[src/rtl/water_level_encoder.sv]
// water_level_encoder: debounced float-switch thermometer encoder; define WATER_LEVEL_STICKY_ERROR_EN for a sticky error flag
module water_level_encoder #(
  parameter int DEBOUNCE_CYCLES = 16,
  parameter int CNT_WIDTH = 8
) (
  input  logic       clk,
  input  logic       rst_n,
  input  logic [2:0] sensors,
  input  logic       error_clear,
  output logic [1:0] data,
  output logic       error,
  output logic       valid,
  output logic       changed
);
  typedef enum logic [1:0] {WAIT, HOLD, SETTLE} state_t;
  localparam logic [CNT_WIDTH-1:0] DB = CNT_WIDTH'(DEBOUNCE_CYCLES);
`ifdef WATER_LEVEL_STICKY_ERROR_EN
  localparam bit STICKY = 1'b1;
`else
  localparam bit STICKY = 1'b0;
`endif
  if (DEBOUNCE_CYCLES < 1 || longint'(DEBOUNCE_CYCLES) > (longint'(1) << CNT_WIDTH) - 1) begin : g_bad_cfg
    $error("water_level_encoder: DEBOUNCE_CYCLES out of range for CNT_WIDTH");
  end
  state_t state, state_n;
  logic [2:0] meta, s, p, p_n;
  logic [CNT_WIDTH-1:0] cnt, cnt_n;
  logic [1:0] data_n;
  logic error_n, valid_n, changed_n, commit;
  function automatic logic legal(input logic [2:0] v);
    return v == 3'b000 || v == 3'b001 || v == 3'b011 || v == 3'b111;
  endfunction
  function automatic logic [1:0] enc(input logic [2:0] v);
    return v[2] ? 2'b11 : v[1] ? 2'b10 : v[0] ? 2'b01 : 2'b00;
  endfunction
  // meta is the value S takes at this edge, s is S as last registered (the candidate C_q)
  always_comb begin
    cnt_n = (meta != s) ? CNT_WIDTH'(1) : (cnt == DB ? cnt : cnt + CNT_WIDTH'(1));
    commit = cnt_n == DB && (state == WAIT || meta != p);
    state_n = state;
    p_n = p;
    data_n = data;
    error_n = error;
    valid_n = valid;
    if (commit) begin
      state_n = HOLD;
      p_n = meta;
      valid_n = 1'b1;
      data_n = legal(meta) ? enc(meta) : data;
      error_n = ~legal(meta) | (STICKY & error);
    end else if (state != WAIT) begin
      state_n = (meta != p) ? SETTLE : HOLD;
      error_n = (STICKY && error_clear && legal(p)) ? 1'b0 : error;
    end
    changed_n = (commit && state == WAIT) || data_n != data || error_n != error;
  end
  // synchroniser, debounce counter, FSM and committed outputs
  always_ff @(posedge clk or negedge rst_n) begin
    if (!rst_n) begin
      meta <= '0;
      s <= '0;
      cnt <= '0;
      state <= WAIT;
      p <= '0;
      data <= '0;
      error <= 1'b0;
      valid <= 1'b0;
      changed <= 1'b0;
    end else begin
      meta <= sensors;
      s <= meta;
      cnt <= cnt_n;
      state <= state_n;
      p <= p_n;
      data <= data_n;
      error <= error_n;
      valid <= valid_n;
      changed <= changed_n;
    end
  end
endmodule
[config.mk]
export PLATFORM = sky130hd
export DESIGN_NAME = water_level_encoder
export DESIGN_NICKNAME = d
export VERILOG_FILES = /design/src/rtl/water_level_encoder.sv
export SDC_FILE = /design/constraint.sdc
export NUM_CORES = 1
export LEC_CHECK = 0
export ABC_AREA = 1
export CORE_MARGIN = 2
export CORE_UTILIZATION = 30
export DETAILED_ROUTE_END_ITERATION = 12
export GPL_TIMING_DRIVEN = 0
export PLACE_DENSITY_LB_ADDON = 0.12
export REMOVE_ABC_BUFFERS = 1
export SYNTH_ARGS = -nofsm -noshare
export SYNTH_HDL_FRONTEND = slang
export SYNTH_SLANG_ARGS = --single-unit
export TNS_END_PERCENT = 30
[constraint.sdc]
create_clock -name clk -period 1.87 [get_ports clk]
set_clock_uncertainty 0.1 [all_clocks]
set_input_delay 0.561 -clock clk [delete_from_list [all_inputs] [get_ports clk]]
set_output_delay 0.561 -clock clk [all_outputs]
set_load 0.01 [all_outputs]
==> results.tsv <==
stage	metric	value	unit
pwr	leakagePower	0.000830	µW
run	maxCapViolCount	0	
cells_and_area	fill_cells	412	
route	via_per_inst	4.40	
setup_path	crit_slowest_cell	dfrtp_1	
clock_network	cts_buffer_depth	2	
synth	synth.most_common_cell	nand2_1	
pwr	powerDensity	603	mW/mm²
floorplan	io_pins	11	
floorplan	die_h	69.3	µm
synth	syn_area_per_cell	8.31	µm²
synth	async_reset_ff_frac	1.00	
setup_path	worstReg2RegStart	cnt[1]	
pwr	total_power	989	µW
synth	synth_flop_cell	dfrtp_1	
global_routing	grt_pass1_vias	1016	
setup_path	crit_path_max_fanout	3	
setup_path	cpMostUsedCell	buf_4	
timing	setup_ws	-125	ps
cells_and_area	num_antenna_cells	0	
min_path	hold_class	reg2reg	
synth	synth-seq-cells	24	
clock_network	clkLatencyLatePin	260	ps
timing	finalSetupViolCount	8	
timing	timing.final.crit_period	1990	ps
timing	rsz0062_at_grt	true	
placement	gp_congestion	0.758	
cells_and_area	multi_input_area	622	µm²
clock_network	cts-root-buf	clkbuf_8	
global_routing	grt_antenna_before_repair	0	
clock_network	cts.clk_slew.worst_paths	80	ps
synth	synth_top_area_share	0.469	
route	vias	1012	
synth	ys_seq_area_frac	0.469	
setup_path	required	1980	ps
clock_network	cts_tree	yes	
status	status	finished with violations	
global_routing	grtUsageTotal	0.105	
timing	fin_crit_sh	1.07	
route	drt-initial-drc-count	22	
clock_network	cts.sinks	24	
floorplan	chipWidth	69.3	µm
setup_path	start_kind	flip-flop	
route	routed_wl	2450	µm
clock_network	htreeDepth	1	
cells_and_area	final-seq-area	601	µm²
setup_path	slowest_delay	410	ps
route	wl_per_cell	10.6	µm
setup_path	setup.worst_path.start	cnt[1]	
floorplan	num_rows	23	
placement	numPortBuffers	9	
cells_and_area	area_delta_synth_final	28.1	%
synth	syn_area	0.00128	mm²
status	violations	setup timing	
setup_path	criticalPathCategory	reg2reg	
setup_path	crit_buf_inv	9	
clock_network	numCtsBuffers	3	
synth	synth_common_cells	nand2_1, dfrtp_1, inv_1, nor2_1, o21ai_0	
timing	relSlewSlack	0.280	
global_routing	grt_pass1_wl	4110	µm
synth	synthCells	154	
synth	synth_cell_types	24	
setup_path	crit_chain	inv_2 > ha_4 > nand2_4 > nor2_4 > buf_4 > nand3_1 > nand2_1 > nor2_2 > buf_4 > buf_4 > buf_4 > buf_4 > buf_4 > buf_4 > inv_1	
synth	yosys-top-cells-area	dfrtp_1, nand2_1, inv_1	
global_routing	grt_start_max_net_pins	25	
floorplan	core_area	0.00406	mm²
route	drt-pass1-iter-count	4	
floorplan	die-area	0.00481	mm²
synth	ys_warn_count	0	
route	drc	0	
route	drtAntennaViolNets	0	
setup_path	worstPathArrival	2100	ps
timing	clock.fmax	501	MHz
cells_and_area	nets	189	
timing	worst_slew_pin_slew	1080	ps
floorplan	initial_utilization	0.315	
clock_network	postCtsHoldBufs	0	
setup_path	cp-end-kind	flip-flop	
synth	synth_edf_count	0	
cells_and_area	finish.utilization	0.404	
synth	yosysTopAreaCell	dfrtp_1	
timing	drv_slew	0	
timing	hold_viol_final	0	
setup_path	cp_top_family	buffers and inverters	
global_routing	grt_overflow	0	
min_path	hp-start	valid	
placement	hpwl	1720	µm
pwr	peakVddDrop	0.383	mV
cells_and_area	layout-drive-gt1-share	0.261	
[final cells by class]
cell class	count	area share
Tap cell	50	0.0382
Sequential cell	24	0.366
Multi-Input combinational cell	105	0.379
Clock buffer	4	0.0336
Timing Repair Buffer	22	0.124
Inverter	25	0.0588
[power breakdown]
part	internal (µW)	switching [µW]	total, µW
Combinational	48.9	51.1	99.9
Sequential	528	13.4	541
Clock	188	160	348
Total	764	225	989
[repair_timing]
item,in CTS,in global routing
pin swaps,11,8
buffers inserted,13,0
cloned,1,0
endpoints found under the hold margin,0,0
gates resized for setup,10,11
endpoints found under the setup margin,8,13
[through the flow]
stage	setup slack [ps]	instance area (µm²)	hold slack [ps]	cells	TNS, ps
global placement	-169	1430	355	212	-3780
global route	-291	1640	397	230	-1790
CTS	-159	1610	379	230	-867
detailed placement	-224	1430	361	212	-4820
finish	-125	1640	375	230	-395
floorplan	26.1	1270	165	153	0
[cells in the final DEF, fill, tap and decap left out]
| cell | count |
|---|---|
| o21bai_1 | 1 |
| inv_4 | 1 |
| nor2_4 | 2 |
| nand2_1 | 34 |
| dfrtp_1 | 24 |
| nand3_4 | 1 |
| buf_6 | 2 |
| nor3b_1 | 1 |
| o21ai_2 | 1 |
| nand4_1 | 5 |
| buf_4 | 11 |
| xnor2_4 | 1 |
| ha_2 | 1 |
| nand2_2 | 8 |
| o21ai_0 | 5 |
| inv_2 | 4 |
| nor2_2 | 4 |
| nor3_2 | 2 |
| clkdlybuf4s50_1 | 6 |
| dlymetal6s2s_1 | 3 |
| nand3_1 | 7 |
| ha_4 | 1 |
| o21ai_1 | 3 |
| inv_1 | 20 |
| xnor2_1 | 4 |
| nor2_1 | 14 |
| a21oi_1 | 5 |
| or2_1 | 1 |
| nand2_4 | 2 |
| nand3_2 | 2 |
| clkbuf_8 | 4 |
[flip-flops by register name, indices dropped and copies added, names as in the netlist]
signal / count
changed: 1
meta: 3
p: 3
error: 1
cnt: 8
valid: 1
data: 2
s: 3
state: 2
[worst paths after layout]
path | to | slack, ps | cells past startpoint
max in group asynchronous | changed | 250 | 1
worst min-delay path | valid | 370 | 1
worst min register to register | valid | 370 | 1
worst max register to register | cnt[0] | -120 | 15
worst max-delay path | cnt[0] | -120 | 15
min in group asynchronous | meta[1] | 770 | 1
[per-layer routing]
metal,vias up,track usage,wire [µm]
li1,533,-,-
met1,470,0.112,1080
met2,7,0.204,1290
met3,2,0.0189,42
met4,0,0.0392,24
met5,-,0,0
[logic make-up after synthesis]
| logic type | share of synthesized area |
|---|---|
| buffers and inverters | 0.0792 |
| flip-flops | 0.469 |
| AO/OA/AOI/OAI | 0.0635 |
| adder cells (fa/ha/maj) | 0.0195 |
| AND/OR/NAND/NOR | 0.320 |
| XOR/XNOR | 0.0489 |
Power figures use the tool's default switching activity.
